--- src/rtl/uart_pkg.sv ---
// Shared UART definitions: TX FSM states, data length and parity mode encodings.
// Latency: n/a (types, constants and pure functions only).
// Backpressure: n/a.
package uart_pkg;

  typedef enum logic [2:0] {
    IDLE,
    LOAD,
    START,
    DATA,
    PARITY,
    STOP
  } tx_state_t;

  // data_len field encoding: number of data bits minus five
  localparam logic [1:0] LEN_5 = 2'd0;
  localparam logic [1:0] LEN_6 = 2'd1;
  localparam logic [1:0] LEN_7 = 2'd2;
  localparam logic [1:0] LEN_8 = 2'd3;

  // parity mode select, shared with the receive side
  localparam logic PAR_EVEN = 1'b0;
  localparam logic PAR_ODD  = 1'b1;

  // Mask keeping only the data bits that belong to the configured length
  function automatic logic [7:0] len_mask(input logic [1:0] len);
    logic [7:0] m;
    case (len)
      LEN_5:   m = 8'h1F;
      LEN_6:   m = 8'h3F;
      LEN_7:   m = 8'h7F;
      default: m = 8'hFF;
    endcase
    return m;
  endfunction

  // Parity over the active data bits; odd mode inverts the XOR reduction
  function automatic logic calc_parity(input logic [7:0] d, input logic [1:0] len,
                                       input logic odd);
    return (^(d & len_mask(len))) ^ (odd == PAR_ODD);
  endfunction

endpackage

--- src/rtl/uart_baud_gen.sv ---
// Bit-period generator: divisor down-counter producing one bit_tick per bit period.
// Latency: bit_tick is combinational from the counter; first tick div cycles after restart.
// Backpressure: none; restart reloads the counter so the next bit is a full period.
module uart_baud_gen
  import uart_pkg::*;
#(
  parameter int DIV_W = 16
) (
  input  logic             clk,
  input  logic             rst_n,
  input  logic             restart,
  input  logic [DIV_W-1:0] div,
  output logic             bit_tick
);

  logic [DIV_W-1:0] cnt;
  logic [DIV_W-1:0] reload;

  // A divisor of zero behaves like one: reload value 0 ticks every cycle
  assign reload = (div == '0) ? '0 : div - DIV_W'(1);

  // Count down to zero, reloading on restart and at every bit boundary
  always_ff @(posedge clk or negedge rst_n) begin
    if (!rst_n) begin
      cnt <= '0;
    end else if (restart || (cnt == '0)) begin
      cnt <= reload;
    end else begin
      cnt <= cnt - DIV_W'(1);
    end
  end

  assign bit_tick = (cnt == '0) && !restart;

endmodule

--- src/rtl/uart_tx_ctrl.sv ---
// UART transmit serializer: pops bytes from the TX FIFO and frames them onto txd.
// Latency: pop at cycle N, LOAD at N+1, start bit on txd at N+2; all outputs registered.
// Backpressure: pops only when en and FIFO non-empty and the line is free; never underruns.
module uart_tx_ctrl
  import uart_pkg::*;
#(
  parameter int DIV_W = 16
) (
  input  logic             clk,
  input  logic             rst_n,
  input  logic             en,
  input  logic [DIV_W-1:0] divisor,
  input  logic [1:0]       data_len,
  input  logic             par_en,
  input  logic             par_odd,
  input  logic             stop2,
  input  logic             fifo_empty,
  input  logic [7:0]       fifo_dout,
  output logic             fifo_pop,
  output logic             txd,
  output logic             busy,
  output logic             tx_done
);

  tx_state_t        state;
  logic [7:0]       shift_q;
  logic [2:0]       bit_cnt;
  logic             stop_cnt;
  logic [1:0]       len_q;
  logic             par_en_q;
  logic             par_q;
  logic             stop2_q;
  logic [DIV_W-1:0] div_q;
  logic [DIV_W-1:0] div_sel;
  logic             bit_tick;
  logic             load_st;

  assign load_st = (state == LOAD);

  // The baud counter is restarted in LOAD, the same edge div_q is latched,
  // so it must see the live divisor during that cycle.
  assign div_sel = load_st ? divisor : div_q;

  uart_baud_gen #(
    .DIV_W (DIV_W)
  ) u_baud (
    .clk      (clk),
    .rst_n    (rst_n),
    .restart  (load_st),
    .div      (div_sel),
    .bit_tick (bit_tick)
  );

  // Frame FSM with registered line, pop, busy and done outputs
  always_ff @(posedge clk or negedge rst_n) begin
    if (!rst_n) begin
      state    <= IDLE;
      shift_q  <= '0;
      bit_cnt  <= '0;
      stop_cnt <= 1'b0;
      len_q    <= '0;
      par_en_q <= 1'b0;
      par_q    <= 1'b0;
      stop2_q  <= 1'b0;
      div_q    <= '0;
      fifo_pop <= 1'b0;
      txd      <= 1'b1;
      busy     <= 1'b0;
      tx_done  <= 1'b0;
    end else begin
      tx_done <= 1'b0;
      case (state)
        // IDLE doubles as the pop cycle: a pop issued here or at the end of
        // STOP is followed by LOAD once the FIFO output has updated.
        IDLE: begin
          txd <= 1'b1;
          if (fifo_pop) begin
            fifo_pop <= 1'b0;
            state    <= LOAD;
          end else if (en && !fifo_empty) begin
            fifo_pop <= 1'b1;
            busy     <= 1'b1;
          end else begin
            busy <= 1'b0;
          end
        end
        LOAD: begin
          shift_q  <= fifo_dout & len_mask(data_len);
          len_q    <= data_len;
          par_en_q <= par_en;
          par_q    <= calc_parity(fifo_dout, data_len, par_odd);
          stop2_q  <= stop2;
          div_q    <= divisor;
          bit_cnt  <= '0;
          stop_cnt <= 1'b0;
          txd      <= 1'b0;
          state    <= START;
        end
        START: begin
          if (bit_tick) begin
            txd   <= shift_q[0];
            state <= DATA;
          end
        end
        DATA: begin
          if (bit_tick) begin
            // last data bit index is data_len + 4
            if (bit_cnt == {1'b1, len_q}) begin
              if (par_en_q) begin
                txd   <= par_q;
                state <= PARITY;
              end else begin
                txd   <= 1'b1;
                state <= STOP;
              end
            end else begin
              bit_cnt <= bit_cnt + 3'd1;
              shift_q <= {1'b0, shift_q[7:1]};
              txd     <= shift_q[1];
            end
          end
        end
        PARITY: begin
          if (bit_tick) begin
            txd   <= 1'b1;
            state <= STOP;
          end
        end
        STOP: begin
          if (bit_tick) begin
            if (stop2_q && !stop_cnt) begin
              stop_cnt <= 1'b1;
            end else begin
              tx_done  <= 1'b1;
              stop_cnt <= 1'b0;
              bit_cnt  <= '0;
              state    <= IDLE;
              if (en && !fifo_empty) begin
                fifo_pop <= 1'b1;
              end
            end
          end
        end
        default: begin
          txd   <= 1'b1;
          state <= IDLE;
        end
      endcase
    end
  end

endmodule

--- config.mk ---
export PLATFORM = sky130hd
export DESIGN_NAME = uart_tx_ctrl
export DESIGN_NICKNAME = d
export VERILOG_FILES = /design/src/rtl/uart_pkg.sv /design/src/rtl/uart_baud_gen.sv /design/src/rtl/uart_tx_ctrl.sv
export SDC_FILE = /design/constraint.sdc
export NUM_CORES = 1
export LEC_CHECK = 0
export ABC_AREA = 1
export CAP_MARGIN = 20
export CELL_PAD_IN_SITES_DETAIL_PLACEMENT = 1
export CELL_PAD_IN_SITES_GLOBAL_PLACEMENT = 2
export CORE_UTILIZATION = 32
export CTS_CLUSTER_DIAMETER = 50
export CTS_CLUSTER_SIZE = 30
export DETAILED_ROUTE_END_ITERATION = 16
export PLACE_DENSITY_LB_ADDON = 0.15
export REMOVE_ABC_BUFFERS = 1
export SLEW_MARGIN = 5
export SYNTH_ARGS = -nofsm -noshare
export SYNTH_HDL_FRONTEND = slang
export SYNTH_HIERARCHICAL = 1
export SYNTH_SLANG_ARGS = --single-unit
--- constraint.sdc ---
create_clock -name clk -period 2.8 [get_ports clk]
set_input_delay 0.84 -clock clk [delete_from_list [all_inputs] [get_ports clk]]
set_output_delay 0.84 -clock clk [all_outputs]
set_load 0.05 [all_outputs]
== Word-level counts from Yosys, hierarchy flattened ==
Cells that the tools add are included.
Cells by class
  add/subtract/negate cells: 3
  muxes and demuxes: 38
  bitwise operators: 4
  reductions and logical operators: 23
  eq/ne operators: 17
Operators with widths (count)
  2-to-1 mux 16 bit: 3
  logical NOT 16 bit: 2
  subtractor 16 x 1 -> 16 bit (second input constant): 2
  2-to-1 mux 3 bit: 9
  2-to-1 mux 8 bit: 3
  case mux 8 bit (3 select lines): 1
  != test 2 bit (second input constant): 9
  case mux 3 bit (6 select lines): 1
  2-to-1 mux 1 bit: 16
  case mux 8 bit (2 select lines): 1
  case mux 3 bit (3 select lines): 1
  bitwise AND 8 bit: 1
  AND reduction 4 bit: 2
  parity 8 bit: 1
  AND reduction 7 bit: 1
  equality test 3 x 2 -> 1 bit (second input constant): 2
  equality test 3 bit (second input constant): 2
  nonzero test 2 bit: 3
  case mux 1 bit (5 select lines): 1
  AND reduction 5 bit: 1
  case mux 1 bit (2 select lines): 2
  AND reduction 2 bit: 2
  adder 3 x 1 -> 3 bit (second input constant): 1
  equality test 3 x 1 -> 1 bit (second input constant): 1
  other kinds (12): 17
Word-level totals
  bits of input ports: 33
  flip-flop bits (word level): 56
  logic and storage cells: 99
  output and inout bits: 4

== Depth between registers and ports, before layout ==
Gate-level depths: netlist (run 1).
  depth in word-level cells: 6
  gate-level depth with buffers: 16
  mapped depth without buffers: 15

== By module ==
The synthesis (run 1) kept the hierarchy.
By module, submodules not included
  uart_tx_ctrl: instances 1, area each 2095.8 um^2, seq. area each 1002.2 um^2, cells each 274
  uart_baud_gen: instances 1, area each 1457.6 um^2, seq. area each 400.4 um^2, cells each 224

== Least setup slack after synthesis (run 1) ==
No wires, ideal clock.
  path type: register -> register
  start point: register state[1]
  end point: register u_baud.cnt[2]
  cell stages (with the launch flop): 16
  path slack: 0.655 ns
  data required time: 2.674 ns
  arrival time: 2.020 ns
  clock period less this slack: 2.145 ns
  path buffers: 2
  setup time: 0.126 ns
  cells stage by stage: dfrtp_1 inv_1 nand2_2 nor2_4 inv_2 buf_2 nand2_1 nand2_1 inv_1 ha_1 nand2_1 nor2_8 nand3b_4 nand2_2 buf_6 o21ai_2
Between the ends
  cells in the longest elaborated chain, start to end: 5
  elaborated cells on any way between the ends: 7
  those cells by class: add/sub (1); eq/ne (1); mux (3); reduce/logical (2)
Ends and longest elaborated chain
  start: declaration: RTL line uart_tx_ctrl.sv:25  | tx_state_t state;
  start signal: assignment: RTL line uart_tx_ctrl.sv:57  | state <= IDLE;
  start signal: assignment: RTL line uart_tx_ctrl.sv:79  | state <= LOAD;
  start signal: assignment: RTL line uart_tx_ctrl.sv:97  | state <= START;
  equality test 3 x 1 -> 1 bit (*): RTL line uart_tx_ctrl.sv:38  | assign load_st = (state == LOAD);
  2-to-1 mux 16 bit (*)
  net div_sel[0]: RTL line uart_tx_ctrl.sv:34  | logic [DIV_W-1:0] div_sel;
  subtractor 16 x 1 -> 16 bit / logical NOT 16 bit (equally long branches): RTL line uart_baud_gen.sv:20  | assign reload = (div == '0) ? '0 : div - DIV_W'(1);
  2-to-1 mux 16 bit (*): RTL line uart_baud_gen.sv:20
  2-to-1 mux 16 bit (*): RTL line uart_baud_gen.sv:26  | end else if (restart || (cnt == '0)) begin
  end signal: assignment: RTL line uart_baud_gen.sv:27  | cnt <= reload;
  end signal: assignment: RTL line uart_baud_gen.sv:29  | cnt <= cnt - DIV_W'(1);
  end: declaration: RTL line uart_baud_gen.sv:16  | logic [DIV_W-1:0] cnt;
Mark *: on every way through the listed nets, which the timed path passes. The rest lies on a longest branch.
A chain may end at the register's enable or synchronous reset.

== Worst setup path after layout (run 1) ==
  start point: register txd
  end point: output txd
RTL lines
  start: declaration: RTL line uart_tx_ctrl.sv:20  | output logic txd,
  start signal: assignment: RTL line uart_tx_ctrl.sv:101  | txd <= shift_q[0];
  start signal: assignment: RTL line uart_tx_ctrl.sv:110  | txd <= par_q;
  start signal: assignment: RTL line uart_tx_ctrl.sv:119  | txd <= shift_q[1];
No word-level cell between the ends.

==> summary.txt, run 1 <==
STA
  – Fin. max-slew vios: 0
  – Worst slew pin tran: 0.499 ns
  – Clock skew: 0.00768 ns
  – Max_slew headroom: 0.667
  – Hold Fails Final Rpt: 0
  – Final worst-path cycle share: 0.893
  – Setup Viol. Count Final: 0
  – RSZ-0062 raised after global routing: no
  – Total negative setup slack: 0 ns
  – Tmin final: 2.50 ns
  – Max frequency: 400 MHz

Synthesis
  – Syn Std Cell Area: around 3600 µm²
  – Post-synthesis sequential area ratio: 0.395
  – Synth Warn #: 6
  – Most frequent cell after synthesis: nand2_1
  – Share of async-settable or async-resettable flops after synthesis: 1.00
  – Yosys cell types: 39
  – Post-synth top area share: 0.387
  – Predominant post-synthesis flop cell: dfrtp_1
  – Yosys reg bits: 56
  – Number of synthesized flops with an enable pin: 0
  – Avg Inst Size Synth: 7.14 µm²
  – Top cells by count, synth: 193 x nand2_1, 55 x dfrtp_1, 52 x inv_1
  – Synth area leader: dfrtp_1
  – Synth Instances: 498
  – Top post-synthesis cells by area: dfrtp_1 39%, nand2_1 20%, inv_1 5.5%, nand3_1 5.4%, nor2_1 4.3%

Cells and area
  – Synth-to-Final Area Change: 18.0%
  – Finished layout cell area: 4190 µm²
  – Total Nets Final: 581
  – Fillers: 1403
  – Final antenna diode count: 0
  – Share of cells above drive strength 1: 0.121

Critical path
  – Crit Path Max Fanout: 2
  – FF-to-FF path depth: 14
  – FF-to-FF End: u_baud/cnt[2]
  – Slowest cell on the critical path: clkdlybuf4s50_1
  – Worst EP arrival: 1.66 ns
  – Worst EP required: 1.96 ns
  – R2R Setup Slk: between 0.4 and 0.5 ns
  – CP cell instances: clkdlybuf4s50_1
  – Crit path buf inv count: 1
  – CP startpoint kind: flip-flop
  – Worst path top cell family by delay: buffers and inverters
  – Nature of the critical path endpoint: primary output
  – Delay of the slowest critical-path stage: 0.79 ns
  – Critical path origin: txd
  – RR Startpoint: state[1]
  – Worst setup path class: reg2out

GRT
  – Initial antenna violation count: 0
  – Largest net degree at the start of global routing: 23
  – Vias in the first global route: between 3000 and 4000
  – GRT overflow: 0
  – First-pass GRT wire length: 15900 µm
  – Global router's overall resource usage: 0.176

Pwr
  – Comb power frac: 0.591
  – Flop pwr share: 0.306
  – Leak: 2.09 nW
  – Share of total power in the clock network: 0.103
  – Internal: 2.33 mW
  – Worst VDD drop: 0.376 mV
  – Net Sw Power: about 2.3 mW
  – Switching portion of total power: 0.501
  – Power density over the cells: between 1000 and 1500 nW/µm²

Placement
  – Routability cong.: 0.787
  – Buffers on Ports: 36
  – Detailed placement HPWL: 7370 µm
  – Area after DPL: about 4000 µm²

Drt
  – Antenna-violating nets left: 0
  – DRC errors left: 0
  – DR WL/cell: about 13 µm
  – Overall routed net length: 9170 µm
  – Mean number of vias per cell: 4.65
  – Number of iterations in the first detailed-routing pass: 4
  – DR iter-0 viols: 97
  – Routed via count: 3182

Floorplanning
  – Die extent in y: 107 µm
  – Die Area: 11500 µm²
  – Initial Util: 0.328
  – Core Region: 10800 µm²
  – IO Pins: 37
  – FP Rows: 38
  – Die Wd: 107 µm

Clock network
  – Clk_lat worst skew: around 0.33 ns
  – H-tree Lvls: 2
  – Post-CTS setup buffers: 0
  – Post-CTS sizing: 0
  – Num CTS Buffers: 5
  – CTS tree: done
  – Root Driver: clkbuf_8
  – CTS sink count: 56
  – Max Root-Sink Buffers: 2
  – Clock slew at reported path FFs: ~0.11 ns
  – Post-CTS Hold Fix Bufs: 0

Run status
  – Run status: completed

Flow run
  – Maxcap violations: 0

Min path
  – Worst hold path class: in2async
-- stage by stage --
| stage | utilization | worst slack [ns] | power, mW | hold WS [ns] | std cells |
|---|---|---|---|---|---|
| after floorplan | - | 0.244 | 3.38 | 0.442 | 488 |
| after global placement | 0.378 | 0.208 | 4.19 | 0.468 | 677 |
| after detailed placement | 0.378 | 0.156 | 4.24 | 0.459 | 677 |
| after CTS | 0.387 | 0.285 | 4.75 | 0.475 | 685 |
| after global routing | 0.387 | 0.119 | 5.17 | 0.484 | 685 |
| final | 0.387 | 0.300 | 4.67 | 0.464 | 685 |
-- layout make-up --
class	instances	area, µm²	area share
inverters	57	216	0.0516
multi-input cells	375	1850	0.442
clock buffers	5	68.8	0.0164
repair buffers	49	453	0.108
well taps	140	175	0.0418
clock inverters	3	25.0	0.00597
flip-flops and latches	56	1400	0.335
-- state kept, by name (all words and copies together) (netlist names) --
signal / count
bit_cnt: 3
busy: 1
div_q: 16
fifo_pop: 1
len_q: 2
par_en_q: 1
par_q: 1
shift_q: 8
state: 3
stop2_q: 1
stop_cnt: 1
tx_done: 1
txd: 1
u_baud/cnt: 16
-- placed cells by master (no fill, tap or decap), types with 2 or more instances in the layout --
cell type          n
nand2_1          193
dfrtp_1           55
inv_1             52
nor2_1            41
nand3_1           38
clkdlybuf4s50_1   35
o21ai_0           23
o21ai_2           15
buf_4             13
xnor2_1            9
nor2_2             7
nand4_1            7
nand2_2            6
xor2_1             6
clkbuf_8           5
inv_2              4
nand3b_1           4
ha_1               4
nor2_4             3
nand2_4            2
o22ai_1            2
a21oi_1            2
inv_6              2
-- layer usage --
metal	up-vias	track usage	routed length, µm
li1	1652	-	-
met1	1482	0.248	4720
met2	39	0.280	4120
met3	9	0.0266	214
met4	0	0.0509	117
met5	-	0	0
-- power groups by stage --
stage               sequential (mW)  clock (mW)  combinational (mW)
floorplan                      1.46           0                1.93
global placement               1.44           0                2.75
detailed placement             1.45           0                2.80
CTS                            1.43       0.509                2.81
global route                   1.48       0.537                3.15
finish                         1.43       0.482                2.76
-- cells by family (layout without fill, tap and decap cells) --
| kind of cell | Yosys count | count (layout) | synth area share |
|---|---|---|---|
| flops | 56 | 56 | 0.395 |
| compound gates | 48 | 48 | 0.0894 |
| buf+inv | 67 | 114 | 0.0842 |
| simple gates | 308 | 308 | 0.381 |
| xor+xnor | 15 | 15 | 0.0370 |
| fa+ha+maj | 4 | 4 | 0.0141 |
-- how the worst max path moves through the flow --
| stage | to | slack (ns) | depth (start not counted) |
|---|---|---|---|
| 2_1_floorplan | u_baud/cnt[8] | 0.24 | 15 |
| 3_3_place_gp | u_baud/cnt[2] | 0.21 | 11 |
| 3_5_place_dp | u_baud/cnt[2] | 0.16 | 11 |
| 4_1_cts | txd | 0.28 | 1 |
| 5_1_grt | u_baud/cnt[9] | 0.12 | 15 |
| 6_report | txd | 0.30 | 1 |
Note: power is estimated with default switching activity, not from simulation.
==> inputs of run 2 (changes only) <==
- GPL_ROUTABILITY_DRIVEN: default -> 1
- MAX_ROUTING_LAYER: default -> met4
- RECOVER_POWER: default -> 25
==> run 2 against run 1 <==
Sequential power about the same. Setup slack about the same. Fmax about the same. Die area unchanged. Critical path depth unchanged. Via count unchanged. Final cell count unchanged. Critical path type unchanged. Register-to-register slack about the same. Sequential share of layout area about the same. Design area down 0.12%. Clock skew down 0.00058 ns. Power about the same.
==> summary.txt, run 2 (same netlist as run 1, synthesis figures left out) <==
Critical path
  – Nature of the critical path endpoint: primary output
  – Crit path buf inv count: 1
  – Worst EP required: approximately 2 ns
  – Delay of the slowest critical-path stage: between 0.7 and 0.8 ns
  – Crit Path Max Fanout: 2
  – Worst setup path class: reg2out
  – Slowest cell on the critical path: clkdlybuf4s50_1
  – CP cell instances: clkdlybuf4s50_1
  – Worst EP arrival: 1.66 ns
  – CP startpoint kind: flip-flop
  – Worst path top cell family by delay: buffers and inverters

Clock network
  – Clk_lat worst skew: ~0.33 ns
  – Post-CTS sizing: 0
  – Clock slew at reported path FFs: 0.11 ns
  – CTS sink count: between 50 and 60
  – Post-CTS Hold Fix Bufs: 0
  – Max Root-Sink Buffers: 2
  – Root Driver: clkbuf_8
  – H-tree Lvls: 2
  – CTS tree: done
  – Num CTS Buffers: 5
  – Post-CTS setup buffers: 0

Pwr
  – Leak: between 2 and 2.5 nW
  – Net Sw Power: 2.34 mW
  – Comb power frac: 0.590
  – Final Power: ~4.7 mW
  – Power density over the cells: 1120 nW/µm²
  – Switching portion of total power: 0.502
  – Flop pwr share: 0.306
  – Share of total power in the clock network: 0.104
  – Worst VDD drop: 0.376 mV
  – Internal: 2.33 mW

STA
  – Setup Viol. Count Final: 0
  – Tmin final: 2.50 ns
  – Clock skew: between 0.007 and 0.008 ns
  – Max frequency: 400 MHz
  – Worst setup margin: 0.300 ns
  – Min Hold Slack: slightly below 0.5 ns
  – Final worst-path cycle share: 0.893
  – Max_slew headroom: 0.207
  – Hold Fails Final Rpt: 0
  – Worst slew pin tran: around 1.2 ns
  – RSZ-0062 raised after global routing: no
  – Total negative setup slack: 0 ns
  – Fin. max-slew vios: 0

Drt
  – Number of iterations in the first detailed-routing pass: 4
  – DRC errors left: 0
  – Mean number of vias per cell: 4.65
  – DR WL/cell: 13.4 µm
  – Antenna-violating nets left: 0
  – Routed via count: 3182
  – Overall routed net length: 9190 µm
  – DR iter-0 viols: 114

Floorplanning
  – Die extent in y: roughly 110 µm
  – Initial Util: 0.328
  – Die Wd: ~110 µm
  – Core Region: 10800 µm²
  – FP Rows: 38
  – IO Pins: 37
  – Die Area: approximately 12000 µm²

Cells and area
  – Regs by FF count: div_q x16, u_baud/cnt x16, shift_q x8
  – Fin cells: 685
  – Final antenna diode count: 0
  – Final Util: 0.386
  – Share of cells above drive strength 1: 0.117
  – Total Nets Final: about 580
  – Most common cell after layout, fill and taps aside: nand2_1
  – Synth-to-Final Area Change: 17.9%
  – Most frequent cells in the layout: 193 x nand2_1, 55 x dfrtp_1, 52 x inv_1
  – Finished layout cell area: between 4000 and 5000 µm²

GRT
  – Global router's overall resource usage: 0.181
  – Vias in the first global route: 3237
  – Initial antenna violation count: 0
  – GRT overflow: 0
  – First-pass GRT wire length: ~16000 µm
  – Largest net degree at the start of global routing: 23

Placement
  – Pre-CTS WS: 0.156 ns
  – Routability cong.: between 0.7 and 0.8
  – Dpl cells: 677
  – Buffers on Ports: 36
  – Detailed placement HPWL: roughly 7400 µm
  – Area after DPL: 4100 µm²

Run status
  – Run status: completed

Flow run
  – Maxcap violations: 0

Min path
  – Worst hold path class: reg2reg
-- run 2: routing by layer --
metal | vias to the layer above | global-route usage | wire length (µm)
met4 | 0 | 0.0509 | 120
met5 | - | - | 0
met2 | 46 | 0.280 | 4120
met3 | 9 | 0.0260 | 230
li1 | 1653 | - | -
met1 | 1474 | 0.248 | 4720
-- run 2: worst paths after layout --
| kind | from | to | slack, ns | depth (start not counted) |
|---|---|---|---|---|
| setup / recovery | txd | txd | 0.30 | 1 |
| hold / removal | stop2_q | stop2_q | 0.49 | 2 |
| setup reg to reg | state[1] | u_baud/cnt[2] | 0.40 | 14 |
| hold reg to reg | stop2_q | stop2_q | 0.49 | 2 |
| max in group asynchronous | rst_n | div_q[5] | 0.61 | 2 |
| min in group asynchronous | rst_n | busy | 0.73 | 1 |
-- run 2: power by group through the flow --
stage,combinational (mW),sequential [mW],clock [mW]
2_1_floorplan,1.93,1.46,0
3_3_place_gp,2.75,1.44,0
3_5_place_dp,2.80,1.45,0
4_1_cts,2.81,1.43,0.509
5_1_grt,3.15,1.48,0.537
6_report,2.76,1.43,0.485
-- run 2: cell type report --
cell class / instances / area (µm²)
Tap cell: 140 / 175
Clock inverter: 3 / 25.0
Inverter: 57 / 216
Multi-Input combinational cell: 375 / 1850
Timing Repair Buffer: 49 / 448
Clock buffer: 5 / 68.8
Fill cell: 1403 / 6650
Sequential cell: 56 / 1400
==> inputs of run 3 (changes only) <==
- CORE_MARGIN: default -> 10
==> run 3 against run 2 <==
Setup slack improved by 0.018 ns. Clock power decreased by 3%. Clock skew increased by 0.0027 ns. First-iteration DRC count is 3.5% lower. Design area decreased by 0.21%. Power fell by 0.51%. Count of clock-buffer cells in the layout is 1 higher. Sequential power barely moved. Critical path depth stayed put. Via count is 0.60% higher. Critical path type unchanged. Final cell count fell by 0.15%. Flip-flop and latch count stayed put. Largest power group unchanged.
==> summary.txt, run 3 (same netlist as run 1, synthesis figures left out) <==
Critical path
  – Crit path buf inv count: 1
  – Worst EP required: 1.96 ns
  – CP cell instances: clkdlybuf4s50_1
  – Nature of the critical path endpoint: primary output
  – Worst path top cell family by delay: buffers and inverters
  – Worst EP arrival: ~1.6 ns
  – Slowest cell on the critical path: clkdlybuf4s50_1
  – Crit Path Max Fanout: 2
  – Worst setup path class: reg2out
  – CP startpoint kind: flip-flop
  – Delay of the slowest critical-path stage: 0.80 ns

STA
  – RSZ-0062 raised after global routing: no
  – Final worst-path cycle share: 0.886
  – Hold Fails Final Rpt: 0
  – Clock skew: 0.00985 ns
  – Total negative setup slack: 0 ns
  – Max frequency: 403 MHz
  – Max_slew headroom: 0.178
  – Tmin final: 2.48 ns
  – Setup Viol. Count Final: 0
  – Fin. max-slew vios: 0
  – Min Hold Slack: 0.490 ns
  – Worst slew pin tran: 1.23 ns

Floorplanning
  – Core Region: roughly 11000 µm²
  – FP Rows: 38
  – IO Pins: 37
  – Die Area: 15700 µm²
  – Die Wd: 125 µm
  – Die extent in y: 125 µm
  – Initial Util: 0.328

Placement
  – Detailed placement HPWL: 7780 µm
  – Buffers on Ports: 36
  – Routability cong.: 0.809

Cells and area
  – Most frequent cells in the layout: 193 x nand2_1, 55 x dfrtp_1, 52 x inv_1
  – Share of cells above drive strength 1: 0.116
  – Regs by FF count: div_q x16, u_baud/cnt x16, shift_q x8
  – Final antenna diode count: 0
  – Synth-to-Final Area Change: 17.6%
  – Most common cell after layout, fill and taps aside: nand2_1
  – Final Util: 0.386
  – Total Nets Final: 580

Clock network
  – Post-CTS setup buffers: 0
  – Clk_lat worst skew: 0.31 ns
  – CTS tree: done
  – Num CTS Buffers: 5
  – Post-CTS sizing: 0
  – CTS sink count: 56
  – Max Root-Sink Buffers: 2
  – H-tree Lvls: 2
  – Root Driver: clkbuf_8
  – Clock slew at reported path FFs: 0.10 ns
  – Post-CTS Hold Fix Bufs: 0

Min path
  – Worst hold path class: reg2reg

Drt
  – Number of iterations in the first detailed-routing pass: 4
  – Mean number of vias per cell: 4.68
  – Antenna-violating nets left: 0
  – DRC errors left: 0
  – DR WL/cell: 14.1 µm
  – DR iter-0 viols: 110
  – Routed via count: 3201
  – Overall routed net length: 9660 µm

GRT
  – Largest net degree at the start of global routing: 23
  – Initial antenna violation count: 0
  – GRT overflow: 0
  – Vias in the first global route: about 3400
  – First-pass GRT wire length: 16700 µm
  – Global router's overall resource usage: 0.128

Pwr
  – Leak: around 2.1 nW
  – Worst VDD drop: about 0.37 mV
  – Power density over the cells: 1110 nW/µm²

Flow run
  – Maxcap violations: 0

Run status
  – Run status: completed
run 3: changes by cell type in the layout (fill, tap and decap cells not counted), sizes merged:
cell and change:
clkinv +2, inv -2, buf -1, clkbuf +1
clkinvlp -1
run 3: worst paths after layout:
kind,start,to,slack (ns),cells after the start
max reg2reg,state[1],u_baud/cnt[2],0.32,14
max in group asynchronous,rst_n,bit_cnt[2],0.66,2
min reg2reg,par_q,par_q,0.49,2
min in group asynchronous,rst_n,busy,0.76,1
min,par_q,par_q,0.49,2
max,txd,txd,0.32,1
run 3: per-stage QoR:
stage          worst slack (ns)  power (mW)  cells  instance area [µm²]
2_1_floorplan             0.244        3.38    488                 3470
3_3_place_gp              0.132        4.16    676                 4090
3_5_place_dp              0.103        4.23    676                 4090
4_1_cts                   0.293        4.73    684                 4180
5_1_grt                  0.0961        5.15    684                 4180
6_report                  0.318        4.65    684                 4180
run 3: where the power goes:
part	internal (mW)	total (mW)	leakage (nW)	switching [mW]
combinational	0.942	2.74	1.33	1.79
sequential	1.18	1.44	0.702	0.255
clock	0.199	0.472	0.0510	0.273
total	2.33	4.65	2.08	2.32
run 3: final cells by class:
cell class	count	area (µm²)
clock buffer	6	82.6
clock inverter	2	10.0
fill	1379	6660
inverter	57	216
multi-input combinational	375	1850
sequential	56	1400
tap	140	175
timing repair buffer	48	440
run 3: routing by layer:
| metal | track usage | wire length (µm) |
|---|---|---|
| met3 | 0.0215 | 164 |
| met5 | - | 0 |
| met4 | 0.0244 | 86 |
| met1 | 0.164 | 4990 |
| met2 | 0.209 | 4410 |
